<file path="src/rtl/genius_controller.sv">
// genius_controller: Simon-style game flow. Plays the first `level` colours of the
// sequence memory, then checks the player's presses against it.
module genius_controller #(
    parameter int SHOW_CYCLES    = 4,
    parameter int GAP_CYCLES     = 2,
    parameter int TIMEOUT_CYCLES = 16
) (
    input  logic       clk,
    input  logic       rst_n,
    input  logic       start_i,
    input  logic       btn_valid_i,
    input  logic [1:0] btn_color_i,
    input  logic [1:0] seq_color_i,
    output logic [3:0] seq_index_o,
    output logic       led_on_o,
    output logic [1:0] led_color_o,
    output logic       input_ready_o,
    output logic [4:0] level_o,
    output logic       win_o,
    output logic       game_over_o
);
    localparam int MAX_SG = SHOW_CYCLES > GAP_CYCLES ? SHOW_CYCLES : GAP_CYCLES;
    localparam int MAX_C  = MAX_SG > TIMEOUT_CYCLES ? MAX_SG : TIMEOUT_CYCLES;
    localparam int TW     = $clog2(MAX_C) + 1;
    localparam logic [TW-1:0] SHOW_LD = TW'(SHOW_CYCLES - 1);
    localparam logic [TW-1:0] GAP_LD  = TW'(GAP_CYCLES - 1);
    localparam logic [TW-1:0] TO_LD   = TW'(TIMEOUT_CYCLES - 1);

    typedef enum logic [2:0] {IDLE, SHOW_ON, SHOW_OFF, PAUSE, WAIT_INPUT, LOSE, WIN} state_t;

    state_t        state_q, state_d;
    logic [TW-1:0] timer_q, timer_d;
    logic [3:0]    seq_index_q, seq_index_d;
    logic [4:0]    level_q, level_d;
    logic          win_q, win_d, game_over_q, game_over_d;
    logic          led_on_q, input_ready_q;
    logic          last, tz;

    assign last = seq_index_q == 4'(level_q - 5'd1);
    assign tz   = timer_q == '0;

    always_comb begin
        state_d     = state_q;
        timer_d     = tz ? timer_q : timer_q - 1'b1;
        seq_index_d = seq_index_q;
        level_d     = level_q;
        win_d       = win_q;
        game_over_d = game_over_q;
        case (state_q)
            IDLE, LOSE, WIN: if (start_i) begin
                state_d     = SHOW_ON;
                timer_d     = SHOW_LD;
                seq_index_d = '0;
                level_d     = 5'd1;
                win_d       = 1'b0;
                game_over_d = 1'b0;
            end
            SHOW_ON: if (tz) begin
                state_d = SHOW_OFF;
                timer_d = GAP_LD;
            end
            SHOW_OFF: if (tz) begin
                state_d     = last ? WAIT_INPUT : SHOW_ON;
                timer_d     = last ? TO_LD : SHOW_LD;
                seq_index_d = last ? 4'd0 : seq_index_q + 4'd1;
            end
            PAUSE: if (tz) begin
                state_d     = SHOW_ON;
                timer_d     = SHOW_LD;
                seq_index_d = '0;
            end
            WAIT_INPUT: begin
                // A press always wins over a timer expiring in the same cycle
                if (btn_valid_i) begin
                    if (btn_color_i != seq_color_i) begin
                        state_d     = LOSE;
                        seq_index_d = '0;
                        game_over_d = 1'b1;
                    end else if (!last) begin
                        seq_index_d = seq_index_q + 4'd1;
                        timer_d     = TO_LD;
                    end else if (level_q == 5'd16) begin
                        state_d     = WIN;
                        seq_index_d = '0;
                        win_d       = 1'b1;
                    end else begin
                        state_d     = PAUSE;
                        seq_index_d = '0;
                        level_d     = level_q + 5'd1;
                        timer_d     = GAP_LD;
                    end
                end else if (tz) begin
                    state_d     = LOSE;
                    seq_index_d = '0;
                    game_over_d = 1'b1;
                end
            end
            default: state_d = IDLE;
        endcase
    end

    always_ff @(posedge clk or negedge rst_n) begin
        if (!rst_n) begin
            state_q       <= IDLE;
            timer_q       <= '0;
            seq_index_q   <= '0;
            level_q       <= '0;
            win_q         <= 1'b0;
            game_over_q   <= 1'b0;
            led_on_q      <= 1'b0;
            input_ready_q <= 1'b0;
        end else begin
            state_q       <= state_d;
            timer_q       <= timer_d;
            seq_index_q   <= seq_index_d;
            level_q       <= level_d;
            win_q         <= win_d;
            game_over_q   <= game_over_d;
            led_on_q      <= state_d == SHOW_ON;
            input_ready_q <= state_d == WAIT_INPUT;
        end
    end

    assign seq_index_o   = seq_index_q;
    assign led_on_o      = led_on_q;
    assign led_color_o   = led_on_q ? seq_color_i : 2'd0;
    assign input_ready_o = input_ready_q;
    assign level_o       = level_q;
    assign win_o         = win_q;
    assign game_over_o   = game_over_q;
endmodule

</file>
<file path="config.mk">
export PLATFORM = sky130hd
export DESIGN_NAME = genius_controller
export DESIGN_NICKNAME = d
export VERILOG_FILES = /design/src/rtl/genius_controller.sv
export SDC_FILE = /design/constraint.sdc
export NUM_CORES = 1
export LEC_CHECK = 0
export CAP_MARGIN = 0
export CORE_ASPECT_RATIO = 0.8
export CORE_MARGIN = 1.5
export CORE_UTILIZATION = 54
export DETAILED_ROUTE_END_ITERATION = 16
export PLACE_DENSITY = 0.78
export RECOVER_POWER = 100
export SETUP_SLACK_MARGIN = 0.4
export SLEW_MARGIN = 20
export SYNTH_ARGS = -nofsm -noshare
export SYNTH_HDL_FRONTEND = slang
export SYNTH_SLANG_ARGS = --single-unit
</file>
<file path="constraint.sdc">
create_clock -name clk -period 2.7 [get_ports clk]
set_clock_uncertainty 0.05 [all_clocks]
set_input_delay 0.675 -clock clk [delete_from_list [all_inputs] [get_ports clk]]
set_output_delay 0.675 -clock clk [all_outputs]
set_load 0.005 [all_outputs]
</file>
Word-level counts from Yosys, hierarchy flattened. Cells that the tools add are included.

Register bits after elaboration: 21. Bits of input ports: 8. Output and inout bits: 15. Logic and storage cells: 87.

Add/subtract/negate cells: 4. Equal/unequal tests: 20. Mux-type cells: 46. Reduce and logical (&&, ||, !) cells: 9.

Operators with widths (number): two-way mux 5 bit (14); two-way mux 3 bit (10); two-way mux 4 bit (7); case mux 5 bit (5 select lines) (1); case mux 4 bit (4 select lines) (1); case mux 3 bit (5 select lines) (1); != test 2 bit (second input constant) (7); equality test 3 bit (second input constant) (4); AND reduction 6 bit (2); case mux 5 bit (2 select lines) (1); two-way mux 1 bit (8); equality test 3 x 1 -> 1 bit (second input constant) (2); equality test 3 x 2 -> 1 bit (second input constant) (2); != test 3 bit (second input constant) (2); adder 5 x 1 -> 5 bit (second input constant) (1); equality test 5 bit (second input constant) (1); logical NOT 5 bit (1); subtractor 5 x 1 -> 5 bit (second input constant) (1); adder 4 x 1 -> 4 bit (second input constant) (1); equality test 4 bit (1); case mux 1 bit (2 select lines) (2); AND reduction 4 bit (1); nonzero test 4 bit (1); subtractor 4 x 1 -> 4 bit (second input constant) (1); other kinds (6) (6).

Depth between registers and ports, before layout. Gate-level depths: netlist of the first run.

Depth in word-level cells: 7. Mapped depth: 9. Mapped depth without buffers: 9.

Least setup slack after synthesis of the first run. No wires, ideal clock.

Path type: register to register. Start point: register level_q[0], in the netlist level_o[0]. End point: register led_on_q, in the netlist led_on_o. Setup time: 0.129 ns. Data arrival time: 2.187 ns. Required time: 2.521 ns. Slack: 0.333 ns. Cell stages (with the launch flop): 9. Path buffers: 1. Period minus slack after synthesis: 2.367 ns. Cells stage by stage: dfrtp_1 inv_1 ha_1 xnor2_1 or3_1 buf_2 o21bai_1 or4b_4 nor3b_1.

Cells in the longest elaborated chain, start to end: 7. Elaborated cells on any way between the ends: 11. Classes of those cells: add/sub (1); eq/ne (3); mux (7).

RTL lines: start: declaration (line 34) `logic [4:0] level_q, level_d;`; start signal: assignment (line 116) `level_q <= level_d;`; subtractor 4 x 1 -> 4 bit / equality test 5 bit (equally long branches) (line 39, 82); equality test 4 bit / two-way mux 3 bit (equally long branches) (line 39, 82); two-way mux 3 bit (line 79) `end else if (!last) begin`; two-way mux 3 bit (line 75) `if (btn_color_i != seq_color_i) begin`; two-way mux 3 bit (line 74) `if (btn_valid_i) begin`; case mux 3 bit (5 select lines) (*) (line 49) `case (state_q)`; via state_d[0] (line 31) `state_t state_q, state_d;`; equality test 3 x 1 -> 1 bit (*) (line 119) `led_on_q <= state_d == SHOW_ON;`; end signal: assignment (line 110) `led_on_q <= 1'b0;`; end signal: assignment (line 119); end: declaration (line 36) `logic led_on_q, input_ready_q;`.

Mark *: on every way through the listed nets, which the timed path passes. The rest lies on a longest branch. A chain may end at the register's enable or synchronous reset.

Worst setup path in the final report of the first run.
Start point: input port seq_color_i[1]. End point: register led_on_q, in the netlist led_on_o.

Cells in the longest elaborated chain, start to end: 5.

RTL lines: start: declaration (line 13) `input logic [1:0] seq_color_i,`; != test 2 bit (line 75); two-way mux 3 bit (line 75); two-way mux 3 bit (line 74); case mux 3 bit (5 select lines) (line 49); via state_d[2] (line 31); equality test 3 x 1 -> 1 bit (line 119).

The timed path passes the listed nets, and every way through them passes these cells.

==> results, run 1 <==
- Counting tap cells, the placed design contains a total of 242 instances.
- The category of the worst setup path launch point is an input port.
- The first detailed-routing pass ran for 4 iterations.
- The via count of the first global-routing pass is 1516.
- The cell accounting for the most synthesized area is dfrtp_1.
- The share of layout cells above drive strength 1 is 0.211.
- The final standard cell count with taps included and fillers excluded is 256.
- The most critical setup path has its endpoint at led_on_o$_DFF_PN0_.
- Setup repair after global routing could not meet its margin everywhere.
- Across every metal layer, demand over resource in global routing totals 0.268.
- Based on the critical path, the design can be clocked at up to 406 MHz.
- The count of antenna diodes in the layout is 0.
- The mean routed wirelength per cell is 16.8 µm.
- The largest buffer count on any clock path is 2.
- Summed over all cells, the static leakage comes to 0.876 nW.
- The cell sitting at the root of the clock tree is a clkbuf_4.
- The worst slew margin relative to its limit is 0.226.
- Of the post-synthesis cell area, the dominant cell type holds 0.332.
- The count of buffers from port buffering is 22.
- The combinational fraction of design power is 0.539.
- The number of slew-limit violations in the final report is 0.
- The area of the mapped netlist is 1580 µm².
- The total DRC errors in the routed layout is 0.
- Yosys attributes the largest share of cell area to dfrtp_1 33%, ha_1 4.7%, xnor2_1 3.9%.
- TritonCTS built the clock tree.
- The total core area is 2770 µm².
- Of all nets on the critical path, the largest fanout is 4.
- The top-level port count is 23.
- The startpoint of the worst hold path is game_over_o$_DFFE_PN0P_.
- The final count of negative-setup-slack endpoints is 0.
- The net count of the finished layout is 233.
- The number of hold violations in the final report is 0.
- In this run, the number of DRC markers left after iteration 0 of detailed routing was 112.
- The number of nets produced by synthesis is 196.
- For this configuration, the core starts out at a cell density of 0.572.
- Once detail routing completed, the nets flagged for antenna violations numbered 0.
- The most used flip-flop cell after synthesis is dfrtp_1.
- dfrtp_1 is the most common cell in the netlist.
- The level count of the clock H-tree is 1.
- The share of the Yosys chip area taken by registers is 0.332.
- Global routing finished with a remaining overflow of 0.
- Of the total power, the clock network draws 0.112.
- The total power per unit cell area is 649 nW/µm².
- The die width is 63.5 µm.
- STA puts the critical path data required time at 2.88 ns.
- The cell-internal power is 784 µW.
- The post-detailed-routing wire length is 4.29 mm.
- Averaged over all synthesized cells, the footprint is 8.69 µm².
- The critical path arrival is 2.64 ns.
- The critical path startpoint is seq_color_i[1].
- The routed design could run at a clock period as short as 2.46 ns.
- The number of flops mapped to enable cells by yosys is 0.
- The placed wire-length estimate after detailed placement is 2.90 mm.
- Row generation in the floorplan step produced 17 rows.
- The total clock sinks is 21.
- The worst IR drop on VDD is 529 µV.
- The first global-routing pass estimated 6.84 mm of wire.
- The endpoint identified for the worst register-to-register timing path is led_on_o$_DFF_PN0_.
- Summing over every cut layer, the via total after detailed routing is 1545.
- The number of hold-repair buffers added at the cts stage is 0.
- For the worst-skew pair, the clock arrives at the later sink with an insertion delay of 0.30 ns.
- Relative to the synthesized area, the layout overhead comes to 30.9%.
- The number of antenna violations at the first check in global routing was 0.
- Measured along the y axis, the die boundary spans 51.4 µm.
- The Yosys step of the flow raised 0 warnings.
- The switching portion of total power is 0.416.
- The async set-or-reset flop fraction in the synthesized netlist is 1.00.
- The setup check on the worst reg-to-reg path leaves a slack of 0.25 ns.
- Once layout is complete, the utilization of the core stands at 0.748.
- The post-route fraction of the period consumed by the critical path is 0.911.
- Entering global routing, the biggest net connects 22 pins.
- The depth of the worst register-to-register path is 5.
- The run finished with clean final reports.
- The die footprint is 3260 µm².
- Synthesis inferred 21 register bits.
- The commonest cells after synthesis are 21 x dfrtp_1, 14 x nand2_1, 13 x nor2_1.
- Buffers inserted during clock tree synthesis total 3.
- In this run the critical register-to-register path is launched from seq_index_o[2]$_DFFE_PN0P_.
- The routed via count divided by cell count is 6.04.
- The final weighted congestion in routability-driven placement is 0.921.
- The tool flagged a number of max-cap violations equal to 0.
- In this run the power spent charging and discharging nets is 558 µW.
- The sequential cell fraction of total power is 0.349.
- Yosys mapped the design onto 55 distinct sky130hd cell types.
- The worst-margin pin slew is 1.16 ns.
- The class of the tightest hold or removal check is register to register.
- Clock-pin slew was measured on the worst setup and hold paths at 0.11 ns.
- The number of instances in the synthesized netlist is 182.
- The type of the setup path with the least slack is input port to register.
- The kind of capture point of the worst setup path is a register.
## logic make-up (layout without fill, tap and decap cells)
| group | Yosys count | after routing | synth area share |
|---|---|---|---|
| AND/OR/NAND/NOR | 75 | 75 | 0.278 |
| AO/OA/AOI/OAI | 46 | 46 | 0.194 |
| flip-flops | 21 | 21 | 0.332 |
| buffers and inverters | 20 | 56 | 0.0546 |
| XOR/XNOR | 12 | 12 | 0.0807 |
| adder cells (fa/ha/maj) | 6 | 6 | 0.0475 |
| multiplexers | 2 | 2 | 0.0127 |
## critical path, cell delays in order
cell	delay, ns
dlygate4sd3_1	0.56
xor2_1	0.24
or4b_1	0.63
nor3_2	0.17
o221ai_2	0.16
nor3b_4	0.22
## area by class of cell
class	instances	area (µm²)
fill	216	696
clock buffer	4	26.3
multi-input combinational	141	1080
tap	38	47.5
sequential	21	528
timing repair buffer	40	337
inverter	12	47.5
## stage by stage
| step | total power [mW] | hold slack (ns) | area [µm²] | setup slack [ns] | TNS (ns) |
|---|---|---|---|---|---|
| 2_1_floorplan | 0.907 | 0.329 | 1590 | 0.389 | 0 |
| 3_3_place_gp | 1.07 | 0.441 | 1880 | 0.0425 | 0 |
| 3_5_place_dp | 1.10 | 0.456 | 1880 | -0.0276 | -0.0516 |
| 4_1_cts | 1.26 | 0.485 | 1960 | 0.369 | 0 |
| 5_1_grt | 1.43 | 0.512 | 2070 | 0.162 | 0 |
| 6_report | 1.34 | 0.494 | 2070 | 0.240 | 0 |
## worst min path at each step
stage	end	depth (start not counted)	slack [ns]
floorplan	game_over_o$_DFFE_PN0P_	0	0.33
global placement	game_over_o$_DFFE_PN0P_	2	0.44
detailed placement	win_o$_DFFE_PN0P_	2	0.46
CTS	win_o$_DFFE_PN0P_	2	0.49
global route	win_o$_DFFE_PN0P_	2	0.51
finish	game_over_o$_DFFE_PN0P_	2	0.49
## registers in the layout, summed over array words and instances (netlist names)
register       count
win_o              1
input_ready_o      1
led_on_o           1
seq_index_o        4
timer_q            5
level_o            5
game_over_o        1
state_q            3
## metal layers
metal	track usage	part of all wire	vias up
met1	0.354	0.44	731
li1	-	-	734
met4	0.0652	0.0075	0
met2	0.460	0.49	76
met3	0.0485	0.065	4
met5	0	0	-
## cell usage in the layout, fill, tap and decap left out, types with 2 or more instances in the layout
cell type / n
nor3_1: 6
nor2b_1: 2
or3_1: 3
a21oi_1: 11
nand3_1: 6
o22ai_1: 2
dlygate4sd3_1: 13
xnor2_1: 6
xor2_1: 2
nand2_1: 14
or2_2: 2
ha_1: 3
buf_4: 13
o31ai_1: 3
dfrtp_2: 2
o21ai_0: 10
clkbuf_1: 6
nand2b_1: 5
clkbuf_4: 3
nor3b_4: 2
and2_1: 2
nor4_2: 2
inv_2: 2
nor2_1: 12
dfrtp_1: 19
dlygate4sd2_1: 2
o32ai_1: 2
clkdlybuf4s50_1: 6
mux2i_1: 2
a211oi_1: 2
xnor2_2: 2
nor3_2: 4
or4_1: 4
ha_4: 2
o21bai_1: 2
inv_1: 9
## power by group through the flow
stage / clock [mW] / sequential [mW] / combinational [mW]
detailed placement: 0 / 0.471 / 0.625
finish: 0.150 / 0.468 / 0.724
floorplan: 0 / 0.424 / 0.483
CTS: 0.154 / 0.467 / 0.638
global route: 0.167 / 0.477 / 0.787
global placement: 0 / 0.463 / 0.607
## what timing repair did
item                                   CTS  global route
setup endpoints to repair               10            11
buffers inserted                         4             6
gates resized for setup                  7            22
pin swaps                                3             6
endpoints found under the hold margin    0             0
Note: power is estimated with default switching activity, not from simulation.
==> inputs of run 2 (changes only) <==
- clock period: 2.7 -> 2.3 ns (I/O delays scaled with it)
==> results, run 2 (synthesis gave the netlist of run 1 again) <==
- The largest buffer count on any clock path is 2.
- Setup repair after global routing could not meet its margin everywhere.
- In this run the number of cells on the critical path is 9.
- The total power per unit cell area is 788 nW/µm².
- By startpoint and endpoint, the worst setup path is classified as register to register.
- Measured along the x axis, the die boundary spans 63.5 µm.
- The clock share of power is 0.098.
- The layout net count is 263.
- Before CTS, the worst setup slack after placement is -0.333 ns.
- After detailed routing, the average wire length per cell comes to 23.5 µm.
- The most common cell after layout, fill and taps aside is buf_4.
- The number of antenna diodes in the final layout is 0.
- The die footprint is 3260 µm².
- The number of hold violations in the final report is 0.
- The routed design has 6.72 mm of wire.
- The library cell used as clock root buffer is clkbuf_4.
- In this run the number of H-tree levels came out at 1.
- The worst slew margin relative to its limit is 0.221.
- The time the final worst path needs with I/O delays and setup is 2.35 ns.
- The share of layout cells above drive strength 1 is 0.415.
- STA puts the critical path data required time at 2.50 ns.
- The total DRC errors in the routed layout is 0.
- Traced cell by cell, the critical path runs through inv_4, ha_4, xnor2_4, or3_4, buf_4, buf_6, nor2_4, nand2_1, a311oi_2.
- Counting cells, the worst reg-to-reg path comes to 9.
- The count of cells along the worst hold path is 2.
- In this run the worst path has a maximum fanout of 5.
- After detailed routing, the number of vias per cell comes to 6.89.
- The final count of negative-setup-slack endpoints is 2.
- The total routing resource utilization after global routing is 0.356.
- The congestion estimate from routability-driven global placement came to 0.903.
- The critical path arrival is 2.54 ns.
- The region available for standard cell placement spans 2770 µm².
- The worst IR drop on VDD is 623 µV.
- The tool flagged a number of max-cap violations equal to 0.
- The later-pin clock latency in the skew report is 0.34 ns.
- The slowest library cell on the worst path is dfrtp_2.
- The layout has 128 filler cells.
- The die is 51.4 µm tall.
- The switching power of the nets is 861 µW.
- The cell family with the largest share of critical-path delay is simple AND/OR/NAND/NOR gates.
- The post-route fraction of the period consumed by the critical path is 1.02.
- The total clock sinks is 21.
- The number of slew-limit violations in the final report is 0.
- The combinational fraction of design power is 0.629.
- STA classifies the critical path startpoint as a register.
- Detailed routing inserted a total of 1971 vias.
- The final reports fail on setup timing.
- The antenna violation net count after detailed routing is 0.
- The kind of capture point of the worst setup path is a register.
- The internal portion of the total power is 1.09 mW.
- For this design the top-level I/O count stands at 23.
- The fmax is 426 MHz.
- The switching portion of total power is 0.442.
- The number of CTS-inserted buffers is 3.
- The effective utilization at floorplan is 0.572.
- The final setup slack of the worst path is -0.0479 ns.
- The CTS tree is yes.
- The total congestion overflow is 0.
- The area growth from synthesis to layout is 56.6%.
- In the layout the commonest cells are 43 x buf_4, 18 x dfrtp_1, 14 x nand2_1.
- The first global-routing pass estimated 8.87 mm of wire.
- The flow ran to the end, but the final reports show violations.
- The min-delay analysis places its worst path in the category register to register.
- Together, buffers and inverters on the worst path number 3.
- The number of antenna violations at the first check in global routing is 0.
- At the end of the flow the core is filled with cells to 0.895.
- In this run the static leakage power is 1.06 nW.
- The delay of the slowest critical-path stage is 0.46 ns.
- The clock slew at the register clock pins of the worst setup and hold paths is 0.13 ns.
- The sequential cell fraction of total power is 0.273.
- The pin count of the biggest net entering global routing is 22.
- The placed wire-length estimate after detailed placement is 3.42 mm.
- The via count of the first global-routing pass is 1811.
- Final hold analysis gives a worst-case slack of 0.511 ns.
- The first detailed-routing pass took 5 iterations.
- After floorplanning, the core was divided into 17 placement rows.
- The count of buffers from port buffering is 22.
- At the pin with the least slew margin, the transition time is 1.17 ns.
- The detailed router finished its first iteration with 248 violations.
## run 2: timing repair
item	CTS	global route
hold buffers	0	0
buffers inserted	12	8
endpoints found under the setup margin	30	25
resized for setup	48	19
pin swaps	13	5
## run 2: area by class of cell
cell class                 count  area [µm²]  area share
clock inverter                 1        5.00     0.00202
inverter                      12        47.5      0.0192
tap                           38        47.5      0.0192
timing repair buffer          70         583       0.235
clock buffer                   3        22.5     0.00910
multi-input combinational    141        1240       0.501
sequential                    21         529       0.214
## run 2: final timing paths
check | from | slack, ns | endpoint
setup / recovery | level_o[0]$_DFFE_PN0P_ | -0.05 | timer_q[4]$_DFF_PN0_
hold reg to reg | win_o$_DFFE_PN0P_ | 0.51 | win_o$_DFFE_PN0P_
hold / removal | win_o$_DFFE_PN0P_ | 0.51 | win_o$_DFFE_PN0P_
min in group asynchronous | rst_n | 0.92 | level_o[0]$_DFFE_PN0P_
max in group asynchronous | rst_n | 0.51 | seq_index_o[0]$_DFFE_PN0P_
setup reg to reg | level_o[0]$_DFFE_PN0P_ | -0.05 | timer_q[4]$_DFF_PN0_
## run 2: per-layer routing
metal | GRT usage | share of wire
met3 | 0.0969 | 0.10
met2 | 0.591 | 0.45
met5 | 0 | 0
met4 | 0.163 | 0.075
met1 | 0.435 | 0.37
## run 2: power by group through the flow
stage / logic (mW) / registers (mW) / clock network [mW]
2_1_floorplan: 0.613 / 0.502 / 0
3_3_place_gp: 0.885 / 0.526 / 0
3_5_place_dp: 0.919 / 0.528 / 0
4_1_cts: 1.01 / 0.519 / 0.184
5_1_grt: 1.28 / 0.540 / 0.201
6_report: 1.23 / 0.533 / 0.192
## run 2: through the flow
step / instances / area, µm² / setup TNS (ns) / power, mW
global placement: 262 / 2090 / -1.72 / 1.41
finish: 286 / 2480 / -0.0508 / 1.95
CTS: 278 / 2340 / 0 / 1.72
detailed placement: 262 / 2090 / -3.41 / 1.45
floorplan: 182 / 1650 / 0 / 1.12
global route: 286 / 2480 / -0.261 / 2.02
## run 2: worst reg2reg max path, stage by stage, from the launching register on
cell and delay (ns):
dfrtp_2 0.46, inv_4 0.10, ha_4 0.23, xnor2_4 0.13, or3_4 0.43, buf_4 0.16
buf_6 0.11, nor2_4 0.16, nand2_1 0.13, a311oi_2 0.31
